File: config.mk
export PLATFORM = sky130hd
export DESIGN_NAME = bt656_rx_flat
export DESIGN_NICKNAME = d
export VERILOG_FILES = /design/src/rtl/bt656_pkg.sv /design/src/rtl/bt656_rx_if.sv /design/src/rtl/bt656_xy_decode.sv /design/src/rtl/bt656_rx.sv /design/src/flat_wrapper.sv
export SDC_FILE = /design/constraint.sdc
export NUM_CORES = 1
export LEC_CHECK = 0
export ABC_AREA = 1
export CORE_ASPECT_RATIO = 1.25
export CORE_MARGIN = 2
export CORE_UTILIZATION = 55
export DETAILED_ROUTE_END_ITERATION = 10
export PLACE_DENSITY = 0.82
export SETUP_SLACK_MARGIN = 0.1
export SLEW_MARGIN = 20
export SYNTH_ARGS = -nofsm -noshare
export SYNTH_HDL_FRONTEND = slang
export SYNTH_HIERARCHICAL = 1
export SYNTH_SLANG_ARGS = --single-unit
File: constraint.sdc
create_clock -name i_SysClock -period 1.87 [get_ports i_SysClock]
set_clock_uncertainty 0.05 [all_clocks]
set_input_delay 0.187 -clock i_SysClock [delete_from_list [all_inputs] [get_ports i_SysClock]]
set_output_delay 0.187 -clock i_SysClock [all_outputs]
set_load 0.02 [all_outputs]
File: src/rtl/bt656_pkg.sv
// Shared BT.656 definitions: preamble FSM states, preamble bytes, XY bit layout and protection bits.
package bt656_pkg;

    typedef enum logic [1:0] {
        S_SCAN = 2'd0,
        S_Z1   = 2'd1,
        S_Z2   = 2'd2,
        S_XY   = 2'd3
    } preambleState_t;

    localparam logic [7:0] PREAMBLE_FF = 8'hFF;
    localparam logic [7:0] PREAMBLE_00 = 8'h00;

    localparam int XY_BIT_ONE = 7;
    localparam int XY_BIT_F   = 6;
    localparam int XY_BIT_V   = 5;
    localparam int XY_BIT_H   = 4;

    // Protection nibble {P3,P2,P1,P0} as placed in XY bits 3..0.
    function automatic logic [3:0] bt656Prot(input logic f, input logic v, input logic h);
        bt656Prot = {v ^ h, f ^ h, f ^ v, f ^ v ^ h};
    endfunction

endpackage

File: src/rtl/bt656_rx_if.sv
// Input byte stream and decoded outputs of bt656_rx; the receiver uses the slave view.
interface bt656_rx_if #(
    parameter int CNT_WIDTH = 16
);
    logic [7:0]           i_Data;
    logic                 i_DataValid;
    logic [7:0]           o_Data;
    logic                 o_DataValid;
    logic                 o_Fsignal;
    logic                 o_Vsignal;
    logic                 o_Hsignal;
    logic                 o_Sav;
    logic                 o_Eav;
    logic                 o_ProtErr;
    logic [CNT_WIDTH-1:0] o_PixelCount;
    logic [CNT_WIDTH-1:0] o_LineCount;
    logic                 o_Locked;

    modport master (
        output i_Data, i_DataValid,
        input  o_Data, o_DataValid, o_Fsignal, o_Vsignal, o_Hsignal, o_Sav, o_Eav,
               o_ProtErr, o_PixelCount, o_LineCount, o_Locked
    );

    modport slave (
        input  i_Data, i_DataValid,
        output o_Data, o_DataValid, o_Fsignal, o_Vsignal, o_Hsignal, o_Sav, o_Eav,
               o_ProtErr, o_PixelCount, o_LineCount, o_Locked
    );
endinterface

File: src/rtl/bt656_xy_decode.sv
// Combinational XY check; with BT656_RX_PROT_CORRECT_EN defined, single-bit errors in bits 6..0 are repaired.
module bt656_xy_decode
    import bt656_pkg::*;
(
    input  logic [7:0] xy,
    output logic       f,
    output logic       v,
    output logic       h,
    output logic       ok,
    output logic       corrected
);
    logic [3:0] syndrome_s;

    // Syndrome patterns: one-hot = a parity bit flipped, 0111/1011/1101 = F/V/H flipped.
    always_comb begin
        syndrome_s = xy[3:0] ^ bt656Prot(xy[XY_BIT_F], xy[XY_BIT_V], xy[XY_BIT_H]);
        f          = xy[XY_BIT_F];
        v          = xy[XY_BIT_V];
        h          = xy[XY_BIT_H];
        ok         = xy[XY_BIT_ONE] && (syndrome_s == 4'b0000);
        corrected  = 1'b0;
`ifdef BT656_RX_PROT_CORRECT_EN
        case (syndrome_s)
            4'b0001, 4'b0010, 4'b0100, 4'b1000: corrected = xy[XY_BIT_ONE];
            4'b0111: begin
                f         = ~xy[XY_BIT_F];
                corrected = xy[XY_BIT_ONE];
            end
            4'b1011: begin
                v         = ~xy[XY_BIT_V];
                corrected = xy[XY_BIT_ONE];
            end
            4'b1101: begin
                h         = ~xy[XY_BIT_H];
                corrected = xy[XY_BIT_ONE];
            end
            default: corrected = 1'b0;
        endcase
`endif
    end
endmodule

File: src/rtl/bt656_rx.sv
// BT.656 receiver: preamble tracking, timing-code decode, active-video extraction, counters and lock.
// Optional XY error correction is enabled by defining BT656_RX_PROT_CORRECT_EN.
module bt656_rx
    import bt656_pkg::*;
#(
    parameter int MAX_LINE_BYTES = 4096,
    parameter int LOCK_CODES     = 4,
    parameter int CNT_WIDTH      = 16
) (
    input  logic      i_SysClock,
    input  logic      i_Reset,
    bt656_rx_if.slave bus
);
    localparam int TO_W = $clog2(MAX_LINE_BYTES + 1);
    localparam int LK_W = $clog2(LOCK_CODES + 1);

    preambleState_t       state_r, stateNext_s;
    logic                 active_r;
    logic [TO_W-1:0]      timeout_r;
    logic [LK_W-1:0]      lockCnt_r;
    logic                 prevEavV_r;
    logic [7:0]           data_r;
    logic                 dataValid_r, f_r, v_r, h_r, sav_r, eav_r, protErr_r, locked_r;
    logic [CNT_WIDTH-1:0] pixelCount_r, lineCount_r;

    logic decF_s, decV_s, decH_s, decOk_s, decCorrected_s;
    logic byteIsFf_s, byteIs00_s, xyByte_s, cleanCode_s, badCode_s, timeoutHit_s, emit_s;

    bt656_xy_decode u_xyDecode (
        .xy        (bus.i_Data),
        .f         (decF_s),
        .v         (decV_s),
        .h         (decH_s),
        .ok        (decOk_s),
        .corrected (decCorrected_s)
    );

    // Preamble state register.
    always_ff @(posedge i_SysClock) begin
        if (i_Reset) state_r <= S_SCAN;
        else         state_r <= stateNext_s;
    end

    // Preamble next state; an FF seen while expecting XY is decoded, not treated as a new preamble.
    always_comb begin
        stateNext_s = state_r;
        if (bus.i_DataValid) begin
            case (state_r)
                S_SCAN:  stateNext_s = byteIsFf_s ? S_Z1 : S_SCAN;
                S_Z1:    stateNext_s = byteIs00_s ? S_Z2 : (byteIsFf_s ? S_Z1 : S_SCAN);
                S_Z2:    stateNext_s = byteIs00_s ? S_XY : (byteIsFf_s ? S_Z1 : S_SCAN);
                S_XY:    stateNext_s = S_SCAN;
                default: stateNext_s = S_SCAN;
            endcase
        end else begin
            stateNext_s = state_r;
        end
    end

    // Per-byte events; the byte that trips the timeout is already outside the active region.
    always_comb begin
        byteIsFf_s   = (bus.i_Data == PREAMBLE_FF);
        byteIs00_s   = (bus.i_Data == PREAMBLE_00);
        xyByte_s     = bus.i_DataValid && (state_r == S_XY);
        cleanCode_s  = xyByte_s && (decOk_s || decCorrected_s);
        badCode_s    = xyByte_s && !(decOk_s || decCorrected_s);
        timeoutHit_s = bus.i_DataValid && !cleanCode_s && (timeout_r == TO_W'(MAX_LINE_BYTES - 1));
        emit_s       = bus.i_DataValid && active_r && !byteIsFf_s && !byteIs00_s && !timeoutHit_s;
    end

    // Datapath, flags, counters and lock tracking.
    always_ff @(posedge i_SysClock) begin
        if (i_Reset) begin
            active_r     <= 1'b0;
            timeout_r    <= '0;
            lockCnt_r    <= '0;
            prevEavV_r   <= 1'b0;
            data_r       <= 8'h00;
            dataValid_r  <= 1'b0;
            f_r          <= 1'b0;
            v_r          <= 1'b0;
            h_r          <= 1'b0;
            sav_r        <= 1'b0;
            eav_r        <= 1'b0;
            protErr_r    <= 1'b0;
            locked_r     <= 1'b0;
            pixelCount_r <= '0;
            lineCount_r  <= '0;
        end else begin
            dataValid_r <= emit_s;
            sav_r       <= cleanCode_s && !decH_s;
            eav_r       <= cleanCode_s && decH_s;
            protErr_r   <= badCode_s;
            if (emit_s) data_r <= bus.i_Data;

            if (cleanCode_s && !decH_s)  pixelCount_r <= '0;
            else if (emit_s)             pixelCount_r <= pixelCount_r + CNT_WIDTH'(1);

            if (cleanCode_s && !decH_s && !decV_s)                  active_r <= 1'b1;
            else if (bus.i_DataValid && (byteIsFf_s || timeoutHit_s)) active_r <= 1'b0;

            if (cleanCode_s) begin
                f_r <= decF_s;
                v_r <= decV_s;
                h_r <= decH_s;
                if (decF_s != f_r)             lineCount_r <= '0;
                else if (decH_s && !decV_s)    lineCount_r <= lineCount_r + CNT_WIDTH'(1);
                else if (decH_s && !prevEavV_r) lineCount_r <= '0;
                if (decH_s) prevEavV_r <= decV_s;
            end

            if (cleanCode_s)                                     timeout_r <= '0;
            else if (bus.i_DataValid && timeout_r != TO_W'(MAX_LINE_BYTES)) timeout_r <= timeout_r + TO_W'(1);

            if (badCode_s || timeoutHit_s) begin
                lockCnt_r <= '0;
                locked_r  <= 1'b0;
            end else if (cleanCode_s) begin
                if (lockCnt_r != LK_W'(LOCK_CODES))     lockCnt_r <= lockCnt_r + LK_W'(1);
                if (lockCnt_r >= LK_W'(LOCK_CODES - 1)) locked_r  <= 1'b1;
            end
        end
    end

    assign bus.o_Data       = data_r;
    assign bus.o_DataValid  = dataValid_r;
    assign bus.o_Fsignal    = f_r;
    assign bus.o_Vsignal    = v_r;
    assign bus.o_Hsignal    = h_r;
    assign bus.o_Sav        = sav_r;
    assign bus.o_Eav        = eav_r;
    assign bus.o_ProtErr    = protErr_r;
    assign bus.o_PixelCount = pixelCount_r;
    assign bus.o_LineCount  = lineCount_r;
    assign bus.o_Locked     = locked_r;
endmodule

File: src/flat_wrapper.sv
// flat-port wrapper written by rule: the top's interface ports become plain ports
module bt656_rx_flat import bt656_pkg::*;
#(
    parameter int MAX_LINE_BYTES = 4096,
    parameter int LOCK_CODES     = 4,
    parameter int CNT_WIDTH      = 16
)
  (i_SysClock, i_Reset, bus_i_Data, bus_i_DataValid, bus_o_Data, bus_o_DataValid, bus_o_Fsignal, bus_o_Vsignal, bus_o_Hsignal, bus_o_Sav, bus_o_Eav, bus_o_ProtErr, bus_o_PixelCount, bus_o_LineCount, bus_o_Locked);
  bt656_rx_if #(.CNT_WIDTH(CNT_WIDTH)) bus_i ();
  input  logic i_SysClock;
  input  logic i_Reset;
  input wire logic [$bits(bus_i.i_Data)-1:0] bus_i_Data;
  input wire logic [$bits(bus_i.i_DataValid)-1:0] bus_i_DataValid;
  output wire logic [$bits(bus_i.o_Data)-1:0] bus_o_Data;
  output wire logic [$bits(bus_i.o_DataValid)-1:0] bus_o_DataValid;
  output wire logic [$bits(bus_i.o_Fsignal)-1:0] bus_o_Fsignal;
  output wire logic [$bits(bus_i.o_Vsignal)-1:0] bus_o_Vsignal;
  output wire logic [$bits(bus_i.o_Hsignal)-1:0] bus_o_Hsignal;
  output wire logic [$bits(bus_i.o_Sav)-1:0] bus_o_Sav;
  output wire logic [$bits(bus_i.o_Eav)-1:0] bus_o_Eav;
  output wire logic [$bits(bus_i.o_ProtErr)-1:0] bus_o_ProtErr;
  output wire logic [$bits(bus_i.o_PixelCount)-1:0] bus_o_PixelCount;
  output wire logic [$bits(bus_i.o_LineCount)-1:0] bus_o_LineCount;
  output wire logic [$bits(bus_i.o_Locked)-1:0] bus_o_Locked;
  assign bus_i.i_Data = bus_i_Data;
  assign bus_i.i_DataValid = bus_i_DataValid;
  assign bus_o_Data = bus_i.o_Data;
  assign bus_o_DataValid = bus_i.o_DataValid;
  assign bus_o_Fsignal = bus_i.o_Fsignal;
  assign bus_o_Vsignal = bus_i.o_Vsignal;
  assign bus_o_Hsignal = bus_i.o_Hsignal;
  assign bus_o_Sav = bus_i.o_Sav;
  assign bus_o_Eav = bus_i.o_Eav;
  assign bus_o_ProtErr = bus_i.o_ProtErr;
  assign bus_o_PixelCount = bus_i.o_PixelCount;
  assign bus_o_LineCount = bus_i.o_LineCount;
  assign bus_o_Locked = bus_i.o_Locked;
  bt656_rx #(.MAX_LINE_BYTES(MAX_LINE_BYTES), .LOCK_CODES(LOCK_CODES), .CNT_WIDTH(CNT_WIDTH)) u_core (.i_SysClock(i_SysClock), .i_Reset(i_Reset), .bus(bus_i));
endmodule
==> out/results.tsv <==
stage	metric	value	unit
run_status	status	complete, no violations	
logic_synthesis	ys.flop_type	dfxtp_1	
global_routing	grt_usage	0.262	
hold_path	hp-class	primary input to flop	
drt	firstDrtPassIters	6	
pwr	intPower	2.08	mW
sta	grt_setup_unrepaired	yes	
sta	final.setup.worst_slack	76.9	ps
hold_path	holdPathEnd	u_core/bus.o_Data[3]	
logic_synthesis	syn_nets	629	
logic_synthesis	synth_cells	611	
placed_design	dp_slack	-470	ps
global_routing	grt_pass1_wl	16.9	mm
pwr	switching_share	0.247	
floorplan	core-area	7020	um2
clocking	htree_levels	3	
logic_synthesis	synth_area	4030	um2
cells_and_area	area_growth	30.5	%
worst_setup_path	required	2060	ps
sta	max_freq	558	MHz
logic_synthesis	synth_compound_area_frac	0.111	
sta	maxSlewViolCount	0	
placed_design	dp_hpwl	7.49	mm
pwr	switching_power	0.683	mW
logic_synthesis	synth_common_cells	nand2_1, nor2_1, dfxtp_1	
logic_synthesis	synth-edff-count	0	
floorplan	die_area	8030	um2
logic_synthesis	async_reset_ff_frac	0	
logic_synthesis	yosysUniqueCellTypes	37	
clocking	hold_buffers	0	
cells_and_area	utilization	0.749	
drt	num_vias	4297	
clocking	clock_sinks	68	
drt	routed_wl	11.0	mm
sta	min_period	1790	ps
pwr	leakage	2.15	nW
logic_synthesis	postSynthAreaPerCell	6.60	um2
global_routing	grt_max_degree	20	
worst_setup_path	r2r_start	u_core/timeout_r[1]	
worst_setup_path	critPathKind	primary input to flop	
pwr	comb_power_share	0.077	
floorplan	dieWidth	80.6	um
clocking	cts_buffers	9	
logic_synthesis	synth-xor-area-share	0.0261	
flow_run	cap_viol_max_count	0	
clocking	clockBufferDepth	2	
sta	hold_ws	249	ps
pwr	clockPowerShare	0.397	
worst_setup_path	endpoint_kind	flop	
logic_synthesis	synth.most_common_cell	nand2_1	
pwr	cellPowerDensity	525	nW/um2
floorplan	fp.dieH	99.7	um
worst_setup_path	r2r_cells	10	
floorplan	start_util	0.574	
cells_and_area	nets	730	
drt	viasPerCell	5.33	
clocking	post_cts_buffers	0	
clocking	insertion_delay	350	ps
logic_synthesis	synth_top_area_share	0.338	
sta	fin_tns_setup	0	ps
global_routing	grt_pass1_vias	3946	
global_routing	grt_overflow	0	
hold_path	worstHoldPathCells	4	
worst_setup_path	crit_path_start_kind	primary input	
clocking	cts_tree	yes	
pwr	peakVddDrop	434	uV
logic_synthesis	yosys.area_share.simple	0.401	
drt	wl_per_cell	13.6	um
logic_synthesis	synthAdderAreaFrac	0.0217	
cells_and_area	diodes	0	
sta	finalCritPeriodShare	0.959	
clocking	cts_root_buffer	clkbuf_8	
cells_and_area	drive_above_1_share	0.189	
worst_setup_path	cp.arrival	1980	ps
logic_synthesis	synth_top_family_by_area	simple AND/OR/NAND/NOR gates	
logic_synthesis	synth.area.top_cells	dfxtp_1, nand2_1, nor2_1	
logic_synthesis	yosys.area.top_type	dfxtp_1	
placed_design	place.port_buffers	58	
logic_synthesis	yosysWarnings	6	
global_routing	antenna_found_initial	0	
floorplan	io_pins	59	
clocking	cts.clk_slew.worst_paths	70	ps
sta	hold_viol_final	0	
logic_synthesis	muxShareOfSynthArea	0	
worst_setup_path	regToRegSetupSlack	130	ps
floorplan	rows	34	
logic_synthesis	synth-seq-area-share	0.338	
worst_setup_path	critical_path.max_fanout	7	
hold_path	hp-start	bus_i_Data[3]	
drt	drtIter0Drc	355	
sta	setup_viol	0	
worst_setup_path	reg2reg_to	u_core/bus.o_Data[2]	
pwr	p_seq_frac	0.527	
logic_synthesis	ys_ff_latch	68	
drt	ant_nets	0	
placed_design	place_congestion	0.841	
drt	drc	0	
routing by layer:
metal,part of all wire,up-vias,wire (um),global-route usage
met4,0.021,0,231,0.0978
met3,0.051,22,562,0.0554
met5,0,-,0,0
met2,0.52,148,5670,0.457
met1,0.41,1996,4510,0.312
li1,-,2131,-,-
power by group through the flow:
| stage | sequential [mW] | clock, mW | combinational [mW] |
|---|---|---|---|
| final | 1.45 | 1.09 | 0.211 |
| after global routing | 1.45 | 1.18 | 0.227 |
| after CTS | 1.45 | 1.11 | 0.200 |
| after detailed placement | 1.49 | 0 | 0.199 |
| after global placement | 1.49 | 0 | 0.193 |
| after floorplan | 1.49 | 0 | 0.107 |
timing repair:
action | 4_1_cts | 5_1_grt
pin swaps | 0 | 3
endpoints found under the setup margin | 60 | 54
resized for setup | 8 | 34
gates cloned | 0 | 5
through the flow:
stage	cells	total power, mW	area (um2)
3_5_place_dp	786	1.69	4920
4_1_cts	801	2.76	5100
2_1_floorplan	611	1.59	4030
5_1_grt	806	2.86	5260
3_3_place_gp	786	1.68	4920
6_report	806	2.76	5260
flip-flops by register name, summed over array words and instances (netlist names), 2 cells and up:
register and flops:
u_core/bus.o_LineCount 16, u_core/bus.o_PixelCount 16, u_core/timeout_r 13, u_core/bus.o_Data 8, u_core/lockCnt_r 3, u_core/state_r 2
worst max-delay path by stage:
| stage | startpoint | end | slack [ps] | cells after the start |
|---|---|---|---|---|
| 6_report | bus_i_Data[5] | u_core/bus.o_Data[5] | 80 | 14 |
| 5_1_grt | bus_i_Data[5] | u_core/bus.o_Data[5] | -30 | 14 |
| 4_1_cts | bus_i_Data[0] | u_core/bus.o_PixelCount[12] | 110 | 15 |
| 3_5_place_dp | bus_i_Data[5] | u_core/bus.o_PixelCount[9] | -470 | 15 |
| 3_3_place_gp | bus_i_Data[6] | u_core/bus.o_PixelCount[7] | -380 | 16 |
| 2_1_floorplan | bus_i_Data[5] | u_core/bus.o_Data[2] | 240 | 14 |
cell usage in the layout, fill, tap and decap left out, drive strengths merged:
cell type / instances
ha: 7
conb: 1
o21bai: 3
nand4: 13
buf: 42
xnor2: 4
clkinv: 3
a21o: 1
xor2: 8
inv: 72
clkdlybuf4s15: 1
dfxtp: 68
nor3: 3
a31oi: 1
clkbuf: 15
a21oi: 44
clkdlybuf4s50: 50
nand3: 49
dlymetal6s2s: 5
dlygate4sd2: 1
nand3b: 1
o21a: 1
nor2: 105
nand2: 193
o21ai: 24
nor4: 1
cell type report:
type / count / area [um2]
Fill cell: 539 / 1760
Multi-Input combinational cell: 459 / 2340
Inverter: 71 / 285
Timing Repair inverter: 2 / 20.0
Timing Repair Buffer: 101 / 967
Tap cell: 90 / 113
Sequential cell: 68 / 1360
Clock inverter: 2 / 10.0
Clock buffer: 13 / 159
critical path: stages:
cell           delay, ps
dlygate4sd2_1        310
inv_2                110
nand2_1               70
nand2_1               80
nand2_1               50
nand2_1               60
nand2_1              100
nor2_4               160
nor2_2                60
o21a_1               200
nand2_4              160
nand2_8              100
o21ai_0              260
nor2_1                70
cell families (layout without fill, tap and decap cells):
family,Yosys count,in the layout
adder cells (fa/ha/maj),7,7
AO/OA/AOI/OAI,74,74
buffers and inverters,86,189
flip-flops,68,68
AND/OR/NAND/NOR,363,365
XOR/XNOR,12,12
other,1,1
No activity file was read; power rests on OpenSTA's default activity.
==> RTL edit, RTL diff (same flow settings) <==
Reset style: asynchronous (`i_Reset`), changed in 2 clocked blocks.
--- a/src/rtl/bt656_rx.sv
+++ b/src/rtl/bt656_rx.sv
@@ -36,7 +36,7 @@
     );
 
     // Preamble state register.
-    always_ff @(posedge i_SysClock) begin
+    always_ff @(posedge i_SysClock or posedge i_Reset) begin
         if (i_Reset) state_r <= S_SCAN;
         else         state_r <= stateNext_s;
     end
@@ -69,7 +69,7 @@
     end
 
     // Datapath, flags, counters and lock tracking.
-    always_ff @(posedge i_SysClock) begin
+    always_ff @(posedge i_SysClock or posedge i_Reset) begin
         if (i_Reset) begin
             active_r     <= 1'b0;
             timeout_r    <= '0;
Formal check against the unedited RTL: differs if i_Reset is asserted again (counterexample within 10 cycles, from zero or initial values and one cycle with i_Reset high); with i_Reset held inactive, the same outputs for 10 cycles.
==> RTL edit against the unedited design <==
  * Die area is 3.0% higher
  * Wire length rose by 0.67%
  * Core utilization shrank 1.3 points
  * Worst setup slack improved by 0.067 ns
  * Synthesized cell count shrank 0.82%
  * Sequential share of layout area increased by 5.5 points
  * Area after synthesis grew 3.2%
  * Sequential cell count stayed put
  * Register-to-register slack gained 0.05 ns
  * First-iteration DRC count fell by 9.9%
  * Design area is 3.0% higher
  * Largest cell class unchanged
  * Highest routed layer unchanged
Power is not compared: it rests on default switching activity, and its combinational part moved more than twofold at a synthesized area within 25%.
==> RTL edit: results (changes against the unedited design) <==
Run status
  – Outcome: complete, no violations

Detailed routing
  – Avg WL per Cell: 13.7 um (+0.67%)
  – Initial DRC Count: 320 (-9.9%)
  – Total iterations of the first detailed-routing run: 6 (unchanged)
  – Drt via density: 5.32 (-0.14%)

Final layout
  – Layout cells sized above 1: 13.3% (-5.5 points)
  – Filler Cell Count: 555 (+3.0%)
  – Ant. Diodes: 0 (unchanged)
  – Fin cells: 806 (unchanged)
  – NumNets Final: 728 (-0.27%)

Synthesis
  – Top post-synthesis cells by count: nand2_1, nor2_1, inv_1
  – Synth async-reset ratio: 100% (+100 points)
  – Area contributors post-synth: dfrtp_1, nand2_1, nand3_1
  – Syn nets: 624 (-0.79%)
  – Synth warn: 6 (unchanged)
  – Sequential fraction of the synthesis area: 40.9% (+7.1 points)
  – Library cells used by synthesis: 30 (-19%)
  – Syn avg cell area: 6.86 um2 (+4.0%)

Global route
  – Total GRT Usage: 27.9% (+1.7 points)
  – Global-route wire length before repair: 18.1 mm (+7.3%)
  – Pin count of the biggest net entering global routing: 34 (+70%)
  – Initial antenna violation count: 0 (unchanged)
  – Vias in the first global route: 4147 (+5.1%)

Critical path
  – Worst-path fanout max: 6 (-1)
  – Arr. time, crit path: 1.91 ns (-0.07 ns)

Clocking
  – CTS Root Cell: clkbuf_8
  – Clock Path Buffers: 2 (unchanged)
  – CTS H-tree depth: 3 (unchanged)
  – Reg clk slew, reported paths: 0.08 ns
  – Num CTS Buffers: 9 (unchanged)
  – Clock sinks: 68 (unchanged)
  – Clock Latency Late Sink: 0.34 ns

Placed design
  – I/O Buffers: 58 (unchanged)
  – DP Worst Slack: -0.535 ns (-0.0651 ns)
  – GP Congestion: 0.921 (+9.5%)
  – Placed Instances: 782 (-0.51%)
  – HPWL Detailed: 7.77 mm (+3.8%)

STA
  – Slew headroom: 60.4%

Worst hold path
  – Hold Path Class: input pin to asynchronous set/reset pin

Power and ir drop
  – Max rail drop VDD: 0.733 mV
  – Pleak: 2.86 nW
==> RTL edit: changes by cell type after synthesis, sizes merged, moves of 8 or more <==
cell / delta
dfrtp: +68
a21oi: -29
dfxtp: -68
nor2: -18
nand3: +24
nand4: +8
==> RTL edit: final timing paths <==
kind / from / to / slack, ns / cells past startpoint
worst max-delay path: bus_i_Data[0] / u_core/bus.o_LineCount[2] / 0.14 / 16
worst min-delay path: i_Reset / u_core/bus.o_LineCount[2] / 0.18 / 2
worst max register to register: u_core/timeout_r[0] / u_core/timeout_r[1] / 0.18 / 9
worst min register to register: u_core/bus.o_Data[3] / u_core/bus.o_Data[3] / 0.43 / 2
max in group asynchronous: i_Reset / u_core/bus.o_DataValid / 1.06 / 3
min in group i_SysClock: bus_i_Data[1] / u_core/bus.o_Data[1] / 0.18 / 4
==> RTL edit: cells by family after synthesis <==
logic type | count (synthesis) | share of synthesized area (%)
other | 1 | 0.0902
and+or+nand+nor | 378 | 38.8
xor gates and xnor gates | 14 | 2.95
AOI/OAI and AO/OA | 41 | 5.18
buffers and inverters | 97 | 9.93
DFF | 68 | 40.9
adders and majority gates | 7 | 2.11
==> RTL edit: layout make-up <==
type	instances	area share, %
clock inverter	5	0.970
timing repair buffer	111	18.9
multi-input combinational	442	38.5
inverter	78	5.57
sequential	68	31.4
tap	92	2.12
clock buffer	10	2.54
==> RTL edit: timing repair <==
action	CTS	global route
setup buffers	3	4
setup endpoints to repair	60	59
pin swaps	4	4
hold buffers	0	0
gates cloned	2	0
endpoints found under the hold margin	0	0
gates resized for setup	15	26
==> RTL edit: critical path, cell delays in order <==
cell	delay, ns
clkdlybuf4s15_1	0.21
inv_1	0.08
nand2_1	0.06
nand2_1	0.08
nand2_1	0.05
nand2_1	0.05
nand2_1	0.06
nor2_2	0.15
nor2_4	0.06
nor2_4	0.20
buf_4	0.15
o21ai_2	0.06
buf_4	0.18
buf_4	0.14
a21oi_1	0.12
a21oi_1	0.05
==> RTL edit: metal layers <==
metal	share of wire, %	track usage, %
met1	42	34.2
met2	51	48.8
met3	4.4	5.26
met4	2.2	9.49
met5	0	0
==> RTL edit: power by group <==
group	total [W]	internal, W	switching [W]	leakage, nW
clock network	0.00121	0.000638	0.000570	0.0979
registers	0.00162	0.00154	0.0000884	0.872
logic	0.000585	0.000242	0.000343	1.89
==> RTL edit: per-stage QoR <==
stage                     cell area [um2]  util, %  TNS (ns)
after floorplan                      4160        -         0
after global placement               5110     69.5    -22.27
after detailed placement             5110     69.5    -27.50
after CTS                            5360     72.8         0
after global routing                 5420     73.6         0
final                                5420     73.6         0
